`config.mk`:
```
export PLATFORM = sky130hd
export DESIGN_NAME = pipe_hazard_unit
export DESIGN_NICKNAME = d
export VERILOG_FILES = /design/src/rtl/pipe_hazard_pkg.sv /design/src/rtl/pipe_fwd_mux.sv /design/src/rtl/pipe_hazard_unit.sv
export SDC_FILE = /design/constraint.sdc
export NUM_CORES = 1
export LEC_CHECK = 0
export ABC_AREA = 1
export BUFFER_PORTS_ARGS = -buffer_cell sky130_fd_sc_hd__clkbuf_2
export CAP_MARGIN = 40
export CORE_MARGIN = 2
export CORE_UTILIZATION = 42
export DETAILED_ROUTE_END_ITERATION = 6
export PLACE_DENSITY_LB_ADDON = 0.1
export RECOVER_POWER = 100
export SLEW_MARGIN = 20
export SYNTH_ARGS = -nofsm -noshare
export SYNTH_HDL_FRONTEND = slang
export SYNTH_SLANG_ARGS = --single-unit
```
`constraint.sdc`:
```
create_clock -name Clk -period 2.3 [get_ports Clk]
set_input_delay 0.46 -clock Clk [delete_from_list [all_inputs] [get_ports Clk]]
set_output_delay 0.46 -clock Clk [all_outputs]
set_load 0.1 [all_outputs]
```
`src/rtl/pipe_hazard_pkg.sv`:
```
// Shared types and constants for the pipeline hazard unit.
// Optional forwarding is enabled by defining PIPE_FWD_EN (see pipe_hazard_unit.sv).
package pipe_hazard_pkg;

    localparam int unsigned DATA_W_DEF = 16;
    localparam int unsigned REG_AW_DEF = 4;
    // Scoreboard rd field is sized for the widest supported register file;
    // narrower addresses are zero-extended before storing and comparing.
    localparam int unsigned REG_AW_MAX = 8;
    // fwd_sel value meaning "take the register file read data"
    localparam int unsigned FWD_RF = 0;

    typedef struct packed {
        logic                  valid;
        logic                  wen;
        logic [REG_AW_MAX-1:0] rd;
        logic                  is_load;
    } sb_entry_t;

endpackage

```
`src/rtl/pipe_fwd_mux.sv`:
```
// Operand source select: register file data (sel 0) or the result bus of entry k (sel k).
module pipe_fwd_mux
    import pipe_hazard_pkg::*;
#(
    parameter int unsigned DATA_W   = DATA_W_DEF,
    parameter int unsigned N_STAGES = 3,
    parameter int unsigned SEL_W    = $clog2(N_STAGES + 1)
) (
    input  logic [SEL_W-1:0]           fwd_sel,
    input  logic [DATA_W-1:0]          rf_data,
    input  logic [N_STAGES*DATA_W-1:0] stage_result,
    output logic [DATA_W-1:0]          op_data
);

    // Pick the stage slice named by fwd_sel, falling back to the register file
    always_comb begin
        op_data = rf_data;
        for (int k = 1; k <= N_STAGES; k++) begin
            if (fwd_sel == SEL_W'(k)) begin
                op_data = stage_result[(k-1)*DATA_W +: DATA_W];
            end
        end
    end

endmodule

```
`src/rtl/pipe_hazard_unit.sv`:
```
// RAW hazard detection, stall/flush generation and operand forwarding for the pipeline.
// Define PIPE_FWD_EN to forward results from in-flight stages; without it every
// dependence interlocks until the writer retires into the register file.
module pipe_hazard_unit
    import pipe_hazard_pkg::*;
#(
    parameter int unsigned DATA_W   = DATA_W_DEF,
    parameter int unsigned REG_AW   = REG_AW_DEF,
    parameter int unsigned N_STAGES = 3,
    localparam int unsigned SEL_W   = $clog2(N_STAGES + 1)
) (
    input  logic                       Clk,
    input  logic                       Rst,
    input  logic                       id_valid,
    input  logic [REG_AW-1:0]          id_rs1,
    input  logic [REG_AW-1:0]          id_rs2,
    input  logic                       id_rs1_used,
    input  logic                       id_rs2_used,
    input  logic [REG_AW-1:0]          id_rd,
    input  logic                       id_wen,
    input  logic                       id_is_load,
    input  logic                       ex_redirect,
    input  logic [DATA_W-1:0]          rf_data1,
    input  logic [DATA_W-1:0]          rf_data2,
    input  logic [N_STAGES*DATA_W-1:0] stage_result,
    output logic                       stall,
    output logic                       flush,
    output logic [SEL_W-1:0]           fwd_sel1,
    output logic [SEL_W-1:0]           fwd_sel2,
    output logic [DATA_W-1:0]          op_data1,
    output logic [DATA_W-1:0]          op_data2,
    output logic [DATA_W-1:0]          stall_cnt
);

    // sb_q[k] describes the instruction k cycles past decode
    sb_entry_t        sb_q [1:N_STAGES];
    sb_entry_t        entry_in;
    logic [SEL_W-1:0] win [2];
    logic             hz  [2];
    logic [REG_AW-1:0] rs   [2];
    logic              used [2];

    assign rs[0]   = id_rs1;
    assign rs[1]   = id_rs2;
    assign used[0] = id_rs1_used;
    assign used[1] = id_rs2_used;

    // Find the youngest matching writer per operand and decide if it blocks decode
    always_comb begin
        for (int n = 0; n < 2; n++) begin
            win[n] = '0;
            // Scan oldest to youngest so the youngest match is the one left standing
            for (int k = N_STAGES; k >= 1; k--) begin
                if (sb_q[k].valid && sb_q[k].wen && used[n] &&
                    sb_q[k].rd == REG_AW_MAX'(rs[n])) begin
                    win[n] = SEL_W'(k);
                end
            end
`ifdef PIPE_FWD_EN
            // Only a load still in entry 1 has no result on any bus yet
            hz[n] = (win[n] == SEL_W'(1)) && sb_q[1].is_load;
`else
            hz[n] = (win[n] != '0);
`endif
        end
    end

    // Hazard outputs; reset and redirect both override the interlock
    always_comb begin
        flush = !Rst && ex_redirect;
        stall = !Rst && !ex_redirect && id_valid && (hz[0] || hz[1]);
`ifdef PIPE_FWD_EN
        fwd_sel1 = Rst ? SEL_W'(FWD_RF) : win[0];
        fwd_sel2 = Rst ? SEL_W'(FWD_RF) : win[1];
`else
        fwd_sel1 = SEL_W'(FWD_RF);
        fwd_sel2 = SEL_W'(FWD_RF);
`endif
    end

    // Descriptor of the decode instruction, or a bubble when it does not advance
    always_comb begin
        entry_in = '0;
        if (id_valid && !stall && !flush) begin
            entry_in.valid   = 1'b1;
            entry_in.wen     = id_wen;
            entry_in.rd      = REG_AW_MAX'(id_rd);
            entry_in.is_load = id_is_load;
        end
    end

    // Shift the scoreboard one stage per cycle; the last entry retires
    always_ff @(posedge Clk) begin
        if (Rst) begin
            for (int k = 1; k <= N_STAGES; k++) begin
                sb_q[k] <= '0;
            end
        end else begin
            sb_q[1] <= entry_in;
            for (int k = 2; k <= N_STAGES; k++) begin
                sb_q[k] <= sb_q[k-1];
            end
        end
    end

    // Saturating count of stall cycles
    always_ff @(posedge Clk) begin
        if (Rst) begin
            stall_cnt <= '0;
        end else if (stall && stall_cnt != '1) begin
            stall_cnt <= stall_cnt + DATA_W'(1);
        end
    end

    pipe_fwd_mux #(
        .DATA_W   (DATA_W),
        .N_STAGES (N_STAGES),
        .SEL_W    (SEL_W)
    ) u_mux1 (
        .fwd_sel      (fwd_sel1),
        .rf_data      (rf_data1),
        .stage_result (stage_result),
        .op_data      (op_data1)
    );

    pipe_fwd_mux #(
        .DATA_W   (DATA_W),
        .N_STAGES (N_STAGES),
        .SEL_W    (SEL_W)
    ) u_mux2 (
        .fwd_sel      (fwd_sel2),
        .rf_data      (rf_data2),
        .stage_result (stage_result),
        .op_data      (op_data2)
    );

endmodule

```
==> run_results.csv <==
group,metric,value,unit
run_status,status,"finished clean",
synth,syn_avg_cell_area,6.73,µm²
floorplan,die_y,77.2,µm
placement,portBuffers,36,
placement,dp_hpwl,3540,µm
pwr,p_leak,1.01,nW
hold_path,worstHoldPathCells,3,
synth,async_flop_share,0,%
final_layout,seq_area,688,µm²
pwr,power_density,508,nW/µm²
grt,grt_max_degree,27,
final_layout,fin_nets,441,
sta,hold_viol_final,0,
sta,fmax,473,MHz
floorplan,start_util,43.7,%
sta,period_minus_slack,2.12,ns
synth,synth-seq-area-share,30.3,%
drt,viasPerCell,4.55,
grt,grt_pass1_wl,7680,µm
final_layout,area_growth,3.28,%
final_layout,fin_cells,411,
synth,ys_ff_latch,34,
run,drv_cap,0,
final_layout,drive_gt1_share,16.1,%
sta,worst_slew_pin_slew,1.19,ns
synth,synth-edff-count,0,
drt,drc,0,
critical_path,required,1.84,ns
synth,synth_top_cell_area_share,30.3,%
final_layout,multi_input_area,1080,µm²
grt,grt_pass1_vias,1735,
critical_path,crit_path_max_fanout,4,
drt,num_vias,1872,
drt,ant_nets,0,
clocking,cts_buffers,5,
critical_path,worstSetupStartpointType,"input pin",
hold_path,hold_path.class,"input pin to flop",
floorplan,fp.coreArea,5140,µm²
drt,drt_first_pass_iters,4,
sta,fin_crit_sh,92.0,%
final_layout,antennaDiodeCount,0,
synth,syn-cell-area,2250,µm²
sta,maxSlewHeadroom,21.0,%
sta,fin_skew,0.00354,ns
drt,drtIter0Drc,62,
floorplan,die_w,77.2,µm
grt,grt_use_total,16.3,%
clocking,path_clk_slew,0.07,ns
critical_path,path_class,"input pin to primary output",
floorplan,rows,26,
clocking,cts_sinks,34,
clocking,cts_hold_repair.buffers,0,
placement,placedCellCount,403,
sta,rsz0062_at_grt,"no",
clocking,htreeDepth,2,
floorplan,ios,154,
synth,ys_types,26,
clocking,clk-insertion-delay-late,0.29,ns
clocking,post_cts_resized,0,
placement,dpl-instance-area,2270,µm²
clocking,root_buffer,"clkbuf_8",
final_layout,nFillCells,610,
sta,maxSlewViolCount,0,
critical_path,crit_path_end_kind,"primary output",
drt,wl_per_cell,11.6,µm
synth,synthTopCellsByArea,"dfxtp_1 (30%), nand2_1 (14%), buf_4 (12%), inv_1 (7.3%), nor2_1 (7.3%)",
critical_path,r2r_cells,10,
synth,synth_cells,334,
final_layout,fin_area,2320,µm²
grt,antenna_found_initial,0,
critical_path,crit_arrival,1.66,ns
sta,finalSetupTns,0,ns
final_layout,final_cell_mix,"nand2_1 (85), inv_1 (43), nor2_1 (43), dfxtp_1 (28), clkbuf_2 (25)",
sta,setup_viol,0,
clocking,cts_buffer_depth,2,
grt,grt_overflow_total,0,
synth,synth_warnings,0,
synth,synth.largest_area_cell,"dfxtp_1",
clocking,cts_tree,"yes",
drt,wl,4760,µm
synth,ys.flop_type,"dfxtp_1",
clocking,post_cts_buffers,0,
floorplan,die_area,5950,µm²
pwr,peakVddDrop,0.204,mV
placement,routabilityCongestion,0.836,
final_layout,layout_commonest_cell,"nand2_1",
## cell type report
type                    count  share of cell area, %
repair buffers             39                   8.84
clock buffers               7                   3.72
multi-input cells         216                   46.6
well taps                  70                   3.77
clock inverters             1                  0.216
flip-flops and latches     34                   29.6
inverters                  44                   7.27
## kinds of logic (layout without fill, tap and decap cells)
kind of cell / count (synthesis) / count (layout) / synth area share, %
compound gates: 16 / 16 / 4.90
xor+xnor: 21 / 21 / 8.18
fa+ha+maj: 1 / 1 / 0.556
buf+inv: 87 / 91 / 21.1
flops: 34 / 34 / 30.3
other cells: 1 / 4 / 0.167
simple gates: 174 / 174 / 34.8
## state kept, by name (all words and copies together), names as in the netlist
name and flops:
sb_q 18, stall_cnt 16
## synthesized netlist by cell type, types with 2 or more instances
master   instances
nand2_1         85
inv_1           44
nor2_1          44
buf_4           36
dfxtp_1         34
nand3_1         17
nand4_1         16
xnor2_1         12
xor2_1           9
a21oi_2          8
a21oi_1          7
buf_2            4
buf_1            2
nand3_4          2
nor2_4           2
nor3_1           2
## where the power goes
group          internal (mW)  switching [mW]  total, mW
combinational         0.0323          0.0850      0.117
clock                  0.242           0.222      0.464
sequential             0.595         0.00434      0.599
## final timing paths
check / slack [ns] / endpoint / start
setup reg to reg: 0.31 / stall_cnt[0]$_SDFFE_PP0P_ / stall_cnt[0]$_SDFFE_PP0P_
hold reg to reg: 0.42 / sb_q[0][32]$_SDFF_PP0_ / sb_q[0][21]$_SDFF_PP0_
setup / recovery: 0.18 / stall / id_rs2[3]
hold / removal: 0.36 / sb_q[0][12]$_SDFF_PP0_ / id_rd[0]
## layer usage
metal | GRT usage, % | vias to the layer above | routed length (µm)
met1 | 19.0 | 822 | 2120
li1 | - | 1001 | -
met4 | 4.46 | 0 | 42
met3 | 5.06 | 6 | 251
met5 | 0 | - | 0
met2 | 28.6 | 43 | 2350
## per-stage QoR
stage | setup WS [ns] | hold slack, ns | total power, mW | utilization (%)
finish | 0.184 | 0.362 | 1.18 | 45.2
global route | 0.0269 | 0.362 | 1.24 | 45.2
CTS | 0.169 | 0.358 | 1.20 | 46.0
detailed placement | 0.196 | 0.411 | 0.733 | 44.2
global placement | 0.198 | 0.410 | 0.732 | 44.2
floorplan | 0.0978 | 0.403 | 0.964 | -
## worst max-delay path, cell delays in order
cell and delay (ns):
clkbuf_2 0.11, inv_1 0.10, nand2_1 0.05, nand2_1 0.06, nor2_1 0.05, nand3_1 0.08
nand2_1 0.06, nor2_1 0.18, nand2_2 0.07, nand2_1 0.13, clkinvlp_4 0.12, buf_12 0.17
(Power assumes the default switching activity.)
